==> config.mk <==
export PLATFORM = sky130hd
export DESIGN_NAME = uart_wb_master
export DESIGN_NICKNAME = d
export VERILOG_FILES = /design/src/rtl/uart_wb_pkg.sv /design/src/rtl/uart_wb_timeout.sv /design/src/rtl/uart_wb_master.sv
export SDC_FILE = /design/constraint.sdc
export NUM_CORES = 1
export LEC_CHECK = 0
export ABC_AREA = 1
export CORE_ASPECT_RATIO = 1.1
export CORE_MARGIN = 4
export CORE_UTILIZATION = 38
export CTS_BUF_LIST = sky130_fd_sc_hd__clkbuf_16
export DETAILED_ROUTE_END_ITERATION = 12
export PLACE_DENSITY = 0.86
export SKIP_CTS_REPAIR_TIMING = 1
export SLEW_MARGIN = 20
export SYNTH_ARGS = -nofsm -noshare
export SYNTH_HDL_FRONTEND = slang
export SYNTH_HIERARCHICAL = 1
export SYNTH_SLANG_ARGS = --single-unit
export TNS_END_PERCENT = 20
==> constraint.sdc <==
create_clock -name clock -period 1.28 [get_ports clock]
set_clock_uncertainty 0.15 [all_clocks]
set_input_delay 0.128 -clock clock [delete_from_list [all_inputs] [get_ports clock]]
set_output_delay 0.128 -clock clock [all_outputs]
set_load 0.02 [all_outputs]
==> src/rtl/uart_wb_pkg.sv <==
// uart_wb_pkg: shared definitions for the UART-to-Wishbone command sequencer.
//   wb_state_e       - sequencer state encoding (IDLE, DATA, BUS, REPLY)
//   CMD_WRITE_BIT    - command byte bit selecting write (1) or read (0)
//   DEFAULT_ERR_BYTE - default reply byte sent when a bus access times out
package uart_wb_pkg;

    typedef enum logic [1:0] {
        ST_IDLE  = 2'd0,
        ST_DATA  = 2'd1,
        ST_BUS   = 2'd2,
        ST_REPLY = 2'd3
    } wb_state_e;

    localparam int unsigned    CMD_WRITE_BIT    = 7;
    localparam logic [7:0]     DEFAULT_ERR_BYTE = 8'hEE;

endpackage

==> src/rtl/uart_wb_timeout.sv <==
// uart_wb_timeout: bus-cycle watchdog for the UART Wishbone master.
// Counts enabled cycles from a clear; expired is high while the count equals
// TIMEOUT_CYCLES-1, i.e. during the TIMEOUT_CYCLES-th enabled cycle.
// Only instantiated when UART_WB_TIMEOUT_EN is defined.
//   clock   in  system clock
//   reset   in  synchronous, active-high reset
//   clear   in  return the count to zero
//   enable  in  advance the count by one this cycle
//   expired out count has reached TIMEOUT_CYCLES-1
module uart_wb_timeout
    import uart_wb_pkg::*;
#(
    parameter int unsigned TIMEOUT_CYCLES = 255
) (
    input  logic clock,
    input  logic reset,
    input  logic clear,
    input  logic enable,
    output logic expired
);

    localparam int unsigned   CW   = (TIMEOUT_CYCLES > 1) ? $clog2(TIMEOUT_CYCLES) : 1;
    localparam logic [CW-1:0] LAST = CW'(TIMEOUT_CYCLES - 1);

    logic [CW-1:0] count;

    assign expired = (count == LAST);

    // Holds at LAST so the flag stays up if the owner lingers after expiry.
    always_ff @(posedge clock) begin
        if (reset || clear) begin
            count <= '0;
        end else if (enable && !expired) begin
            count <= count + 1'b1;
        end
    end

endmodule

==> src/rtl/uart_wb_master.sv <==
// uart_wb_master: turns UART command bytes into single Wishbone classic
// transactions and returns read data through the UART transmitter.
// Command byte: bit7 = 1 write (a data byte follows), 0 read;
// bits [ADDR_WIDTH-1:0] address; remaining bits ignored.
// Optional bus timeout: define UART_WB_TIMEOUT_EN.
// Ports:
//   clock, reset             system clock, synchronous active-high reset
//   rx_data, rx_valid        received byte and its one-cycle strobe
//   tx_data, tx_valid        reply byte, held until tx_ready accepts it
//   tx_ready                 transmitter ready
//   wb_cyc, wb_stb, wb_we    Wishbone control (stb mirrors cyc)
//   wb_adr, wb_dat_o         Wishbone address and write data
//   wb_dat_i, wb_ack         Wishbone read data and acknowledge
//   busy                     sequencer not idle
//   rx_dropped               pulse: a byte arrived while BUS/REPLY and was discarded
//   bus_error                sticky timeout flag (0 without UART_WB_TIMEOUT_EN)
module uart_wb_master
    import uart_wb_pkg::*;
#(
    parameter int unsigned ADDR_WIDTH     = 4,
    parameter int unsigned TIMEOUT_CYCLES = 255,
    parameter logic [7:0]  ERR_BYTE       = DEFAULT_ERR_BYTE
) (
    input  logic                  clock,
    input  logic                  reset,
    input  logic [7:0]            rx_data,
    input  logic                  rx_valid,
    output logic [7:0]            tx_data,
    output logic                  tx_valid,
    input  logic                  tx_ready,
    output logic                  wb_cyc,
    output logic                  wb_stb,
    output logic                  wb_we,
    output logic [ADDR_WIDTH-1:0] wb_adr,
    output logic [7:0]            wb_dat_o,
    input  logic [7:0]            wb_dat_i,
    input  logic                  wb_ack,
    output logic                  busy,
    output logic                  rx_dropped,
    output logic                  bus_error
);

    wb_state_e             state, state_d;
    logic [ADDR_WIDTH-1:0] adr_q, adr_d;
    logic                  we_q, we_d;
    logic [7:0]            dat_q, dat_d;
    logic [7:0]            txd_q, txd_d;
    logic                  tmo_expired;

`ifdef UART_WB_TIMEOUT_EN
    logic berr_q;

    uart_wb_timeout #(
        .TIMEOUT_CYCLES (TIMEOUT_CYCLES)
    ) u_timeout (
        .clock   (clock),
        .reset   (reset),
        .clear   (state != ST_BUS),
        .enable  (state == ST_BUS),
        .expired (tmo_expired)
    );

    // An ack in the expiry cycle wins, so the error is only flagged without one.
    always_ff @(posedge clock) begin
        if (reset) begin
            berr_q <= 1'b0;
        end else if (state == ST_BUS && !wb_ack && tmo_expired) begin
            berr_q <= 1'b1;
        end
    end

    assign bus_error = berr_q;
`else
    assign tmo_expired = 1'b0;
    assign bus_error   = 1'b0;
`endif

    // Bus and reply handshakes are decoded from state so that a reset or a
    // state change removes them on the very next edge.
    assign wb_cyc   = (state == ST_BUS);
    assign wb_stb   = wb_cyc;
    assign tx_valid = (state == ST_REPLY);
    assign busy     = (state != ST_IDLE);
    assign wb_we    = we_q;
    assign wb_adr   = adr_q;
    assign wb_dat_o = dat_q;
    assign tx_data  = txd_q;

    always_ff @(posedge clock) begin
        if (reset) begin
            state      <= ST_IDLE;
            adr_q      <= '0;
            we_q       <= 1'b0;
            dat_q      <= '0;
            txd_q      <= '0;
            rx_dropped <= 1'b0;
        end else begin
            state      <= state_d;
            adr_q      <= adr_d;
            we_q       <= we_d;
            dat_q      <= dat_d;
            txd_q      <= txd_d;
            rx_dropped <= rx_valid && (state == ST_BUS || state == ST_REPLY);
        end
    end

    always_comb begin
        state_d = state;
        adr_d   = adr_q;
        we_d    = we_q;
        dat_d   = dat_q;
        txd_d   = txd_q;

        unique case (state)
            ST_IDLE: begin
                if (rx_valid) begin
                    adr_d   = rx_data[ADDR_WIDTH-1:0];
                    we_d    = rx_data[CMD_WRITE_BIT];
                    state_d = rx_data[CMD_WRITE_BIT] ? ST_DATA : ST_BUS;
                end
            end

            ST_DATA: begin
                if (rx_valid) begin
                    dat_d   = rx_data;
                    state_d = ST_BUS;
                end
            end

            ST_BUS: begin
                if (wb_ack) begin
                    if (we_q) begin
                        state_d = ST_IDLE;
                    end else begin
                        txd_d   = wb_dat_i;
                        state_d = ST_REPLY;
                    end
                end else if (tmo_expired) begin
                    // Reads and writes alike report the timeout to the host.
                    txd_d   = ERR_BYTE;
                    state_d = ST_REPLY;
                end
            end

            ST_REPLY: begin
                if (tx_ready) begin
                    state_d = ST_IDLE;
                end
            end

            default: state_d = ST_IDLE;
        endcase
    end

endmodule

Word level (Yosys, flattened, before mapping)
Cells that the tools add are included.
{"block": "op_classes", "muxes": 7, "n_eq_ne": 7, "n_bitwise": 1, "reduce_logical": 8}
{"cell": "2-bit two-way mux", "n": 6}
{"cell": "2-bit case mux with 4 select lines", "n": 1}
{"cell": "2-bit equality test, second input constant", "n": 2}
{"cell": "2-bit by 1-bit != test with 1-bit output, second input constant", "n": 2}
{"cell": "2-bit != test, second input constant", "n": 2}
{"cell": "2-bit AND reduction", "n": 2}
{"cell": "4-bit AND reduction", "n": 1}
{"cell": "3-bit AND reduction", "n": 1}
{"cell": "2-bit by 1-bit equality test with 1-bit output, second input constant", "n": 1}
{"cell": "2-bit zero test", "n": 1}
{"cell": "2-bit nonzero test", "n": 1}
{"cell": "1-bit logical AND", "n": 1}
{"cell": "1-bit logical OR", "n": 1}
{"cell": "1-bit NOT", "n": 1}
{"block": "word_totals", "regBits": 24, "in_bits": 21, "out_inout_bits": 27, "word_cells": 29}

Logic depth before layout (Yosys ltp)
{"block": "depth", "word_depth": 3, "depth_mapped": 6, "depth_no_buf": 6}

Worst setup path before layout
No wires, ideal clock.
{"block": "synth_timing", "path_kind": "register -> register", "startpoint": "register state[1]", "endpoint": "register txd_q[0], in the netlist tx_data[0]", "path_stages_with_launch": 6, "t_required_ns": 1.014, "setup_slack_ns": 0.025, "arrival_time_ns": 0.989, "path_buffers": 0, "period_less_slack_ns": 1.255, "setup_ns": 0.116, "cell_sequence": "dfxtp_1 -> inv_2 -> nor2_4 -> nand3_4 -> o21ai_0 -> nor2_1"}
{"block": "synth_via", "elab_chain_cells": 2}
{"item": "start: declaration", "line_no": "uart_wb_master.sv:43", "rtl": "wb_state_e state, state_d;"}
{"item": "start signal: assignment", "line_no": "uart_wb_master.sv:98", "rtl": "state <= state_d;"}
{"item": "2-bit equality test"}
{"item": "via wb_cyc", "line_no": "uart_wb_master.sv:31", "rtl": "output logic wb_cyc,"}
{"item": "3-bit AND reduction (no source line)"}
{"item": "end signal: assignment", "line_no": "uart_wb_master.sv:102", "rtl": "txd_q <= txd_d;"}
{"item": "end: declaration", "line_no": "uart_wb_master.sv:47", "rtl": "logic [7:0] txd_q, txd_d;"}
The timed path passes the listed nets, and every way through them passes these cells.
A chain may end at the register's enable or synchronous reset.

Worst setup path in the final report
{"block": "layout_timing", "startpoint": "register state[1]", "endpoint": "output port wb_cyc"}
{"block": "layout_via", "elab_chain_cells": 1}
{"item": "2-bit equality test", "line_no": "uart_wb_master.sv:80", "rtl": "assign wb_cyc = (state == ST_BUS);"}
{"item": "end: declaration", "line_no": "uart_wb_master.sv:31"}
Every way passes these cells.

==> flow_summary.yaml <==
grt:
  met1_usage_pct: 16.0
  use_met2_pct: 30.4
  grt_antenna_before_repair: 0
  grt_usage_pct: 15.6
  met3_usage_pct: 2.59
  grt_pass1_wl_um: 4080
  grt_max_degree: 23
  grt_pass1_vias: 1004
  busiest_layer: "met2"
  gr-total-overflow: 0
sta:
  final_max_slew_viol_count: 0
  post-route-period-util_pct: 102
  rsz0062_at_grt: "yes"
  finalSetupViolCount: 1
  fin_ws_ps: -21.6
  max_clock_freq_mhz: 768
  hold_viol_final: 0
  period_needed_ps: 1300
routing:
  drt_iter0_drc: 24
  wl_per_cell_um: 12.4
  wl_um: 2570
  firstDrtPassIters: 4
  avgViaCountPerCell: 4.56
  drc: 0
  vias: 949
  drt.antenna.violating_nets: 0
floorplanning:
  start_util_pct: 40.7
  die_area_um2: 3320
  boundaryPins: 48
  die_h_um: 60.1
  die_x_um: 55.3
  core_area_um2: 2300
  rows: 18
worst_setup_path:
  r2r_start: "state[1]"
  cp-startpoint: "state[1]"
  required_ps: 1000
  arrival_ps: 1020
  critical_path_class: "flip-flop to output port"
  cp-start-kind: "flip-flop"
  r2r_slack_ps: 30
  path_max_fanout: 4
  critPathCaptureType: "output port"
outcome:
  violations: "negative setup slack"
  outcome: "finished, violations left"
cts:
  clk_pin_slew_worst_paths_ps: 60
  htree_levels: 1
  clk_latency_ps: 250
  cts_buffers: 3
  cts_tree: "built"
  cts_root_buf: "clkbuf_16"
  cts.sinks: 24
  clock_path_buffers: 2
placed_design:
  io_buffer_count: 46
  hpwl_um: 1990
  dp_slack_ps: -242
  postPlaceCellArea_um2: 1460
  place_congestion: 0.792
logic_synthesis:
  syn_avg_cell_area_um2: 7.43
  ys_ff_latch: 24
  yosysWarnings: 6
  synthCells: 126
  ys_seq_area_share_pct: 51.3
  syn_nets: 147
  synth.distinct_cells: 18
  mappedNetlistArea_um2: 936
min_path:
  hold_class: "flip-flop to flip-flop"
  hp-start: "tx_data[7]"
final_layout:
  final_area_um2: 1630
  area_delta_synth_final_pct: 73.8
  final_nets: 200
  drive_above_1_share_pct: 14.6
  n_antenna_cell: 0
  fillerInstances: 185
  post-route-util_pct: 70.8
power_and_ir_drop:
  vdd_drop_max_uv: 1010
  power.leakage_nw: 1.02
  power.density_nw_per_um2: 1460
flow_run:
  cap_violations: 0
[power by group]
group	switching [mW]	internal (mW)	total (mW)	leakage [nW]
sequential	0.0510	0.831	0.882	0.198
clock	0.248	0.621	0.868	0.0511
combinational	0.339	0.289	0.628	0.776
total	0.638	1.74	2.38	1.02
[state kept, by name, indices dropped and copies added, names as in the netlist]
| register | cells |
|---|---|
| rx_dropped | 1 |
| state | 2 |
| tx_data | 8 |
| wb_adr | 4 |
| wb_dat_o | 8 |
| wb_we | 1 |
[placed cells by master, fill, tap and decap left out]
cell type and instances:
a21oi_1 2, buf_2 1, o21ai_0 19, inv_4 1, conb_1 1, clkdlybuf4s50_1 20, nor2_1 42, buf_6 2
clkbuf_2 1, nand3_2 1, clkinvlp_4 1, nor3_1 1, inv_2 3, buf_4 6, clkbuf_16 3, nand2_1 8
dfxtp_4 2, nand3_4 1, dfxtp_1 22, inv_1 8, nand3_1 4, o21ai_1 3, bufinv_16 1, dlymetal6s2s_1 22
nor2_2 1, nand2_2 1, nor2_4 1
[path summary, 6_finish.rpt]
kind	to	cells past startpoint
setup / recovery	wb_cyc	3
hold / removal	tx_data[7]	2
setup reg to reg	wb_dat_o[1]	6
hold reg to reg	tx_data[7]	2
[cell type report]
class	instances	area [um2]	area share, %
Clock buffer	3	75.1	4.62
Tap cell	30	37.5	2.31
Timing Repair Buffer	52	553	34.0
Multi-Input combinational cell	85	388	23.8
Inverter	13	55.1	3.38
Clock inverter	1	30.0	1.85
Sequential cell	24	488	30.0
[per-stage QoR]
stage	total power, mW	instances	hold WS, ps	setup TNS [ps]
6_report	2.38	208	326	-21.6
5_1_grt	2.49	208	348	-687
4_1_cts	2.41	208	336	-6720
3_5_place_dp	1.54	204	322	-4480
3_3_place_gp	1.51	204	312	-3610
2_1_floorplan	1.22	126	47.1	0
[worst max-delay path, stage by stage, from the launching register on]
cell	delay, ps
dfxtp_4	370
inv_2	60
nor2_4	140
buf_2	200
[cell families (layout without fill, tap and decap cells)]
| family | after synthesis | in the layout | share of synthesized area (%) |
|---|---|---|---|
| and+or+nand+nor | 60 | 60 | 27.7 |
| AOI/OAI and AO/OA | 24 | 24 | 12.8 |
| DFF | 24 | 24 | 51.3 |
| buffers and inverters | 17 | 69 | 7.75 |
| other | 1 | 1 | 0.401 |
[routing by layer]
metal / share of wire (%) / wire (um)
met5: 0 / 0
met4: 1.2 / 31
met3: 3.8 / 99
met2: 54 / 1400
met1: 40 / 1040
[synth_stat cells]
library cell	instances	area share, %
nand3_1	4	2.1
buf_1	1	0.40
inv_1	9	3.6
nor2_4	1	1.2
nor3_1	1	0.53
nand2_1	9	3.6
clkbuf_1	1	0.40
clkinv_2	1	0.53
conb_1	1	0.40
buf_4	2	1.6
inv_2	3	1.2
nand3_4	1	1.9
a21oi_1	2	1.1
o21ai_1	1	0.53
o21ai_0	21	11
nor2_1	43	17
dfxtp_1	24	51
nand3_2	1	1.1
(Power assumes the default switching activity.)
